===== src/rtl/id_ex_stage.sv =====
// ID/EX pipeline register with load-use hazard detection and stall counter.
// Define WB_BYPASS_EN to forward same-cycle write-back data into the operands.
module id_ex_stage (
  input  logic        clk,
  input  logic        reset,
  input  logic        id_valid,
  input  logic [4:0]  Read_Reg_Num_1,
  input  logic [4:0]  Read_Reg_Num_2,
  input  logic [31:0] Read_Data_1,
  input  logic [31:0] Read_Data_2,
  input  logic [31:0] id_imm,
  input  logic [4:0]  id_dst,
  input  logic [7:0]  id_ctrl,
  input  logic        wb_RegWrite,
  input  logic [4:0]  wb_Write_Reg_Num,
  input  logic [31:0] wb_Write_Data,
  input  logic        flush,
  output logic        stall,
  output logic        ex_valid,
  output logic [31:0] ex_A,
  output logic [31:0] ex_B,
  output logic [31:0] ex_imm,
  output logic [4:0]  ex_rs,
  output logic [4:0]  ex_rt,
  output logic [4:0]  ex_dst,
  output logic [7:0]  ex_ctrl,
  output logic [15:0] stall_count
);

  // id_ctrl = {RegWrite, MemRead, MemWrite, MemtoReg, ALUSrc, ALUOp[2:0]}
  localparam int unsigned MEM_READ = 6;

  logic        ex_load;
  logic        rs_hit;
  logic        rt_hit;
  logic [31:0] op_a;
  logic [31:0] op_b;

  assign ex_load = ex_valid & ex_ctrl[MEM_READ] & (ex_dst != 5'd0);
  assign rs_hit  = (ex_dst == Read_Reg_Num_1);
  assign rt_hit  = (ex_dst == Read_Reg_Num_2);
  assign stall   = ex_load & id_valid & (rs_hit | rt_hit) & ~flush;

`ifdef WB_BYPASS_EN
  logic wb_live;

  assign wb_live = wb_RegWrite & (wb_Write_Reg_Num != 5'd0);

  always_comb begin
    op_a = Read_Data_1;
    op_b = Read_Data_2;
    if (wb_live && wb_Write_Reg_Num == Read_Reg_Num_1)
      op_a = wb_Write_Data;
    if (wb_live && wb_Write_Reg_Num == Read_Reg_Num_2)
      op_b = wb_Write_Data;
  end
`else
  logic unused_wb;

  assign unused_wb = ^{wb_RegWrite, wb_Write_Reg_Num, wb_Write_Data};
  assign op_a      = Read_Data_1;
  assign op_b      = Read_Data_2;
`endif

  always_ff @(posedge clk) begin
    if (!reset) begin
      ex_valid    <= 1'b0;
      ex_A        <= '0;
      ex_B        <= '0;
      ex_imm      <= '0;
      ex_rs       <= '0;
      ex_rt       <= '0;
      ex_dst      <= '0;
      ex_ctrl     <= '0;
      stall_count <= '0;
    end else if (flush) begin
      ex_valid <= 1'b0;
      ex_ctrl  <= '0;
    end else if (stall) begin
      ex_valid <= 1'b0;
      ex_ctrl  <= '0;
      if (stall_count != 16'hFFFF)
        stall_count <= stall_count + 16'd1;
    end else begin
      ex_valid <= id_valid;
      ex_ctrl  <= id_valid ? id_ctrl : 8'd0;
      ex_A     <= op_a;
      ex_B     <= op_b;
      ex_imm   <= id_imm;
      ex_rs    <= Read_Reg_Num_1;
      ex_rt    <= Read_Reg_Num_2;
      ex_dst   <= id_dst;
    end
  end

endmodule


===== config.mk =====
export PLATFORM = sky130hd
export DESIGN_NAME = id_ex_stage
export DESIGN_NICKNAME = d
export VERILOG_FILES = /design/src/rtl/id_ex_stage.sv
export SDC_FILE = /design/constraint.sdc
export NUM_CORES = 1
export LEC_CHECK = 0
export CORE_MARGIN = 2
export CORE_UTILIZATION = 40
export DETAILED_ROUTE_END_ITERATION = 12
export GPL_TIMING_DRIVEN = 0
export PLACE_DENSITY = 0.75
export SYNTH_ARGS = -nofsm -noshare
export SYNTH_HDL_FRONTEND = slang
export SYNTH_SLANG_ARGS = --single-unit

===== constraint.sdc =====
create_clock -name clk -period 2.1 [get_ports clk]
set_input_delay 0.21 -clock clk [delete_from_list [all_inputs] [get_ports clk]]
set_output_delay 0.21 -clock clk [all_outputs]
set_load 0.05 [all_outputs]

# Yosys cells after proc, flatten, opt, wreduce, memory -nomap -nowiden
# Index checks and enable logic that the tools add are counted.
totals:
  out_inout_bits: 137
  inputBits: 161
  latch_bits: 0
  mem_bits_rw: 0
  rom_bits: 0
  regBits: 136
  memories: 0
classes:
  shifts: 0
  addsub: 1
  div_mod_pow: 0
  muxes: 0
  multipliers: 0
  n_bitwise: 10
  n_reduce_logical: 5
  eq_ne: 3
  magnitude_cmp: 0
ops:
  columns: ["op", "n"]
  rows:
  - ["adder 16 x 1 -> 16 bit, second input constant", 1]
  - ["!= test 16 bit, second input constant", 1]
  - ["equality test 5 bit", 2]
  - ["bitwise AND 1 bit", 5]
  - ["nonzero test 5 bit", 1]
  - ["NOT 1 bit", 4]
  - ["OR reduction 4 bit", 1]
  - ["AND reduction 3 bit", 1]
  - ["OR reduction 3 bit", 1]
  - ["AND reduction 2 bit", 1]
  - ["bitwise OR 1 bit", 1]

# Logic depth before layout (Yosys ltp)
depth:
  word_depth: 7
  mapped_depth: 9
  depth_no_buf: 6

# Least setup slack after synthesis
# Ideal clock, no wire load.
synth_timing:
  path_kind: "register to output"
  start: "reg ex_dst[4]"
  end: "out stall"
  path_stages_with_launch: 9
  arrival_ns: 2.820
  setup_slack_ns: -0.930
  path_cell_list: "dfxtp_1 -> buf_2 -> xor2_1 -> nor3_1 -> a22oi_2 -> buf_2 -> buf_2 -> buf_2 -> nor3_1"
synth_between:
  elab_chain_len: 5
  word_cells_on_any_way: 8
  cone_classes: "eq/ne: 2; bitwise: 5; reduce/logical: 1"
synth_rtl:
  columns: ["item", "line", "source"]
  rows:
  - ["start: declaration", "25", "output logic [4:0] ex_dst,"]
  - ["start signal: assignment", "92", "ex_dst <= id_dst;"]
  - ["nonzero test 5 bit", "39", "assign ex_load = ex_valid & ex_ctrl[MEM_READ] & (ex_dst != 5'd0);"]
  - ["bitwise AND 1 bit", "39", null]
  - ["bitwise AND 1 bit", "42", "assign stall = ex_load & id_valid & (rs_hit | rt_hit) & ~flush;"]
  - ["bitwise AND 1 bit (*) (2 in a row)", "42", null]
  - ["end: declaration", "18", "output logic stall,"]
# Mark *: on every way between the ends. The rest lies on a longest branch, timed or not.

# Worst setup path in the final report
layout_timing:
  start: "reg ex_dst[3]"
  end: "out stall"
# The elaborated chain is that of the path after synthesis.

==> flow_summary_export.csv <==
group,metric,value,unit
critical_path,worstPathArrival,1980,ps
critical_path,worstSetupStartpointType,"register",
drt,drcViolationCount,0,
drt,post_drt_wl_per_cell,19.4,um
placement,hpwl,19300,um
clock_network,cts-buffers-inserted,17,
timing,post-route-period-util,104,%
worst_hold_path,hp-class,"in2reg",
placement,gp_congestion,0.865,
critical_path,reg2reg_slack,30,ps
final_layout,final_nets,1370,
critical_path,critical_path.startpoint,"ex_dst[3]",
synthesis,avgSynthCellArea,8.07,sq um
power,p_per_area,731,nW/um^2
placement,place_inst,1409,
synthesis,ys_types,36,
final_layout,fillers,1625,
synthesis,synth_seq_cells,136,
synthesis,ys_warn_count,0,
timing,finalSetupViolCount,1,
clock_network,tritoncts,"done",
power,power_frac_seq,37.0,%
drt,dr.pass1.iters,5,
clock_network,cts_max_level,4,
worst_hold_path,min_path_cells,2,
power,cell_internal_pwr,5.33,mW
final_layout,n_antenna_cell,0,
critical_path,end_kind,"primary output",
power,peakVddDrop,0.632,mV
floorplanning,die_h,140,um
status,status,"finished, violations left",
flow_run,cap_violations,0,
critical_path,reg2regPathDepth,7,
critical_path,critical_path_class,"reg2out",
status,violations,"negative setup slack",
drt,viasPerCell,6.16,
final_layout,final_util,61.6,%
worst_hold_path,min_from,"id_ctrl[2]",
grt,grt_usage,27.5,%
placement,portBuffers,257,
power,combPwrFrac,29.1,%
synthesis,synth_area,7450,sq um
synthesis,seq_area_frac_synth,36.5,%
power,netSwitchingPower,2.84,mW
grt,grt_pass1_vias,8322,
timing,max_freq,457,MHz
floorplanning,io_pins,298,
final_layout,finalInstanceArea,11200,sq um
critical_path,crit_path_end,"stall",
synthesis,syn-instance-count,923,
critical_path,regToRegStartpoint,"ex_dst[3]",
synthesis,syn_nets,1085,
timing,slew_violations,0,
timing,skew,11.6,ps
timing,whs,351,ps
final_layout,finalNonFillerCells,1448,
floorplanning,start_util,41.1,%
floorplanning,rows,49,
critical_path,worst_ep_required_time,1890,ps
placement,post_dp_cell_area,10400,sq um
floorplanning,die_x,140,um
power,p_sw_share,34.8,%
final_layout,drive_above_1_share,9.84,%
grt,antenna_found_initial,0,
grt,grt.overflow.total,0,
drt,drtIter0Drc,712,
final_layout,area_growth,50.0,%
drt,drt.antenna.violating_nets,0,
final_layout,layout_common_cells,"clkdlybuf4s50_1 (256), dfxtp_1 (123), nand2_1 (119), nand3_1 (117), and3_1 (115)",
grt,grt_pass1_wl,44000,um
clock_network,clkSinkCount,136,
power,pwr-share-clk,34.0,%
timing,rsz0062_at_grt,"true",
critical_path,worst-path-max-fanout,5,
timing,slew_headroom,50.5,%
timing,fin_crit,2190,ps
timing,final.setup.worst_slack,-87.0,ps
clock_network,clkLatencyLatePin,420,ps
clock_network,path_clk_slew,60,ps
power,leakage,4.00,nW
floorplanning,coreArea,18100,sq um
timing,worst_pin_slew,743,ps
drt,via_count,8913,
timing,tns,-87.0,ps
clock_network,cts-root-buf,"clkbuf_16",
floorplanning,die-area,19700,sq um
drt,wl,28200,um
clock_network,cts_buffer_depth,2,
timing,hold_violations,0,
grt,grt_max_degree,19,
final_layout,final_common_cell,"clkdlybuf4s50_1",
critical_path,reg2reg_to,"ex_imm[20]",
==> power groups by stage <==
stage                     combinational [mW]  clock (mW)  sequential [mW]
after floorplan                        0.633           0             3.82
after global placement                  2.30           0             3.06
after detailed placement                2.32           0             3.07
after CTS                               2.36        2.80             3.02
after global routing                    2.49        2.93             3.05
final                                   2.37        2.77             3.02
==> timing repair <==
action,in CTS,in global routing
hold endpoints to repair,0,0
setup buffers,6,4
cloned,0,1
setup endpoints to repair,122,127
hold buffers,0,0
gates resized for setup,48,53
pin swaps,4,7
==> kinds of logic (layout without fill, tap and decap cells) <==
family / after synthesis / after routing / synth area share, %
simple gates: 398 / 398 / 27.7
xor+xnor: 10 / 10 / 1.18
mux: 3 / 3 / 0.403
fa+ha+maj: 1 / 1 / 0.168
buf+inv: 123 / 419 / 7.14
compound gates: 252 / 252 / 26.9
flops: 136 / 136 / 36.5
==> how the worst min path moves through the flow <==
| stage | end |
|---|---|
| 6_report | ex_ctrl[2] |
| 3_3_place_gp | stall_count[6] |
| 4_1_cts | ex_ctrl[2] |
| 2_1_floorplan | ex_ctrl[0] |
| 3_5_place_dp | stall_count[6] |
| 5_1_grt | ex_ctrl[7] |
==> state kept, by name, indices dropped and copies added (netlist names) <==
signal,count
ex_rs,5
ex_rt,5
ex_valid,1
ex_B,32
ex_ctrl,8
ex_A,32
stall_count,16
ex_dst,5
ex_imm,32
==> synth_stat cells, drive strengths merged <==
master | n | area, sq um
and2 | 9 | 56.3
or4 | 9 | 71.3
a32oi | 111 | 972
xor2 | 10 | 87.6
o31ai | 7 | 52.6
or3b | 1 | 8.76
o21ai | 6 | 30.0
ha | 1 | 12.5
buf | 40 | 220
nand2b | 3 | 18.8
nor3 | 4 | 20.0
nand4 | 8 | 50.1
nand2 | 119 | 447
o211ai | 109 | 818
clkbuf | 79 | 297
nor4 | 2 | 18.8
o2111ai | 1 | 15.0
o311ai | 2 | 17.5
or3 | 5 | 31.3
o2111a | 2 | 22.5
nor2 | 4 | 15.0
mux2i | 3 | 30.0
inv | 4 | 15.0
and3 | 115 | 719
nor4b | 1 | 8.76
nand3 | 118 | 596
a21oi | 13 | 65.1
dfxtp | 136 | 2720
a22oi | 1 | 12.5
==> through the flow <==
step	worst slack (ps)	total power, mW
2_1_floorplan	4.85	4.45
3_3_place_gp	-1250	5.36
3_5_place_dp	-1220	5.39
4_1_cts	-109	8.17
5_1_grt	-121	8.46
6_report	-87.0	8.17
==> worst max-delay path, cell delays in order, from the launching register on <==
cell and delay (ps):
dfxtp_4 370, or4_4 590, o2111ai_4 240, buf_8 140
nor3_4 40, buf_6 170
==> layout make-up <==
cell class,count,area [sq um],area share (%)
well taps,229,287,2.56
repair buffers,268,2670,23.9
inverters,4,15.0,0.134
flip-flops and latches,136,2760,24.7
multi-input cells,664,4240,37.9
clock inverters,8,45.0,0.403
clock buffers,22,487,4.35
plain buffers,117,673,6.02
==> routing by layer <==
layer	vias to the layer above	track usage, %	part of all wire (%)
met5	-	0	0
met4	0	9.89	2.6
met3	47	6.43	8.9
met2	451	43.6	47
met1	4252	36.7	41
li1	4163	-	-
Note: power is estimated with default switching activity, not from simulation.
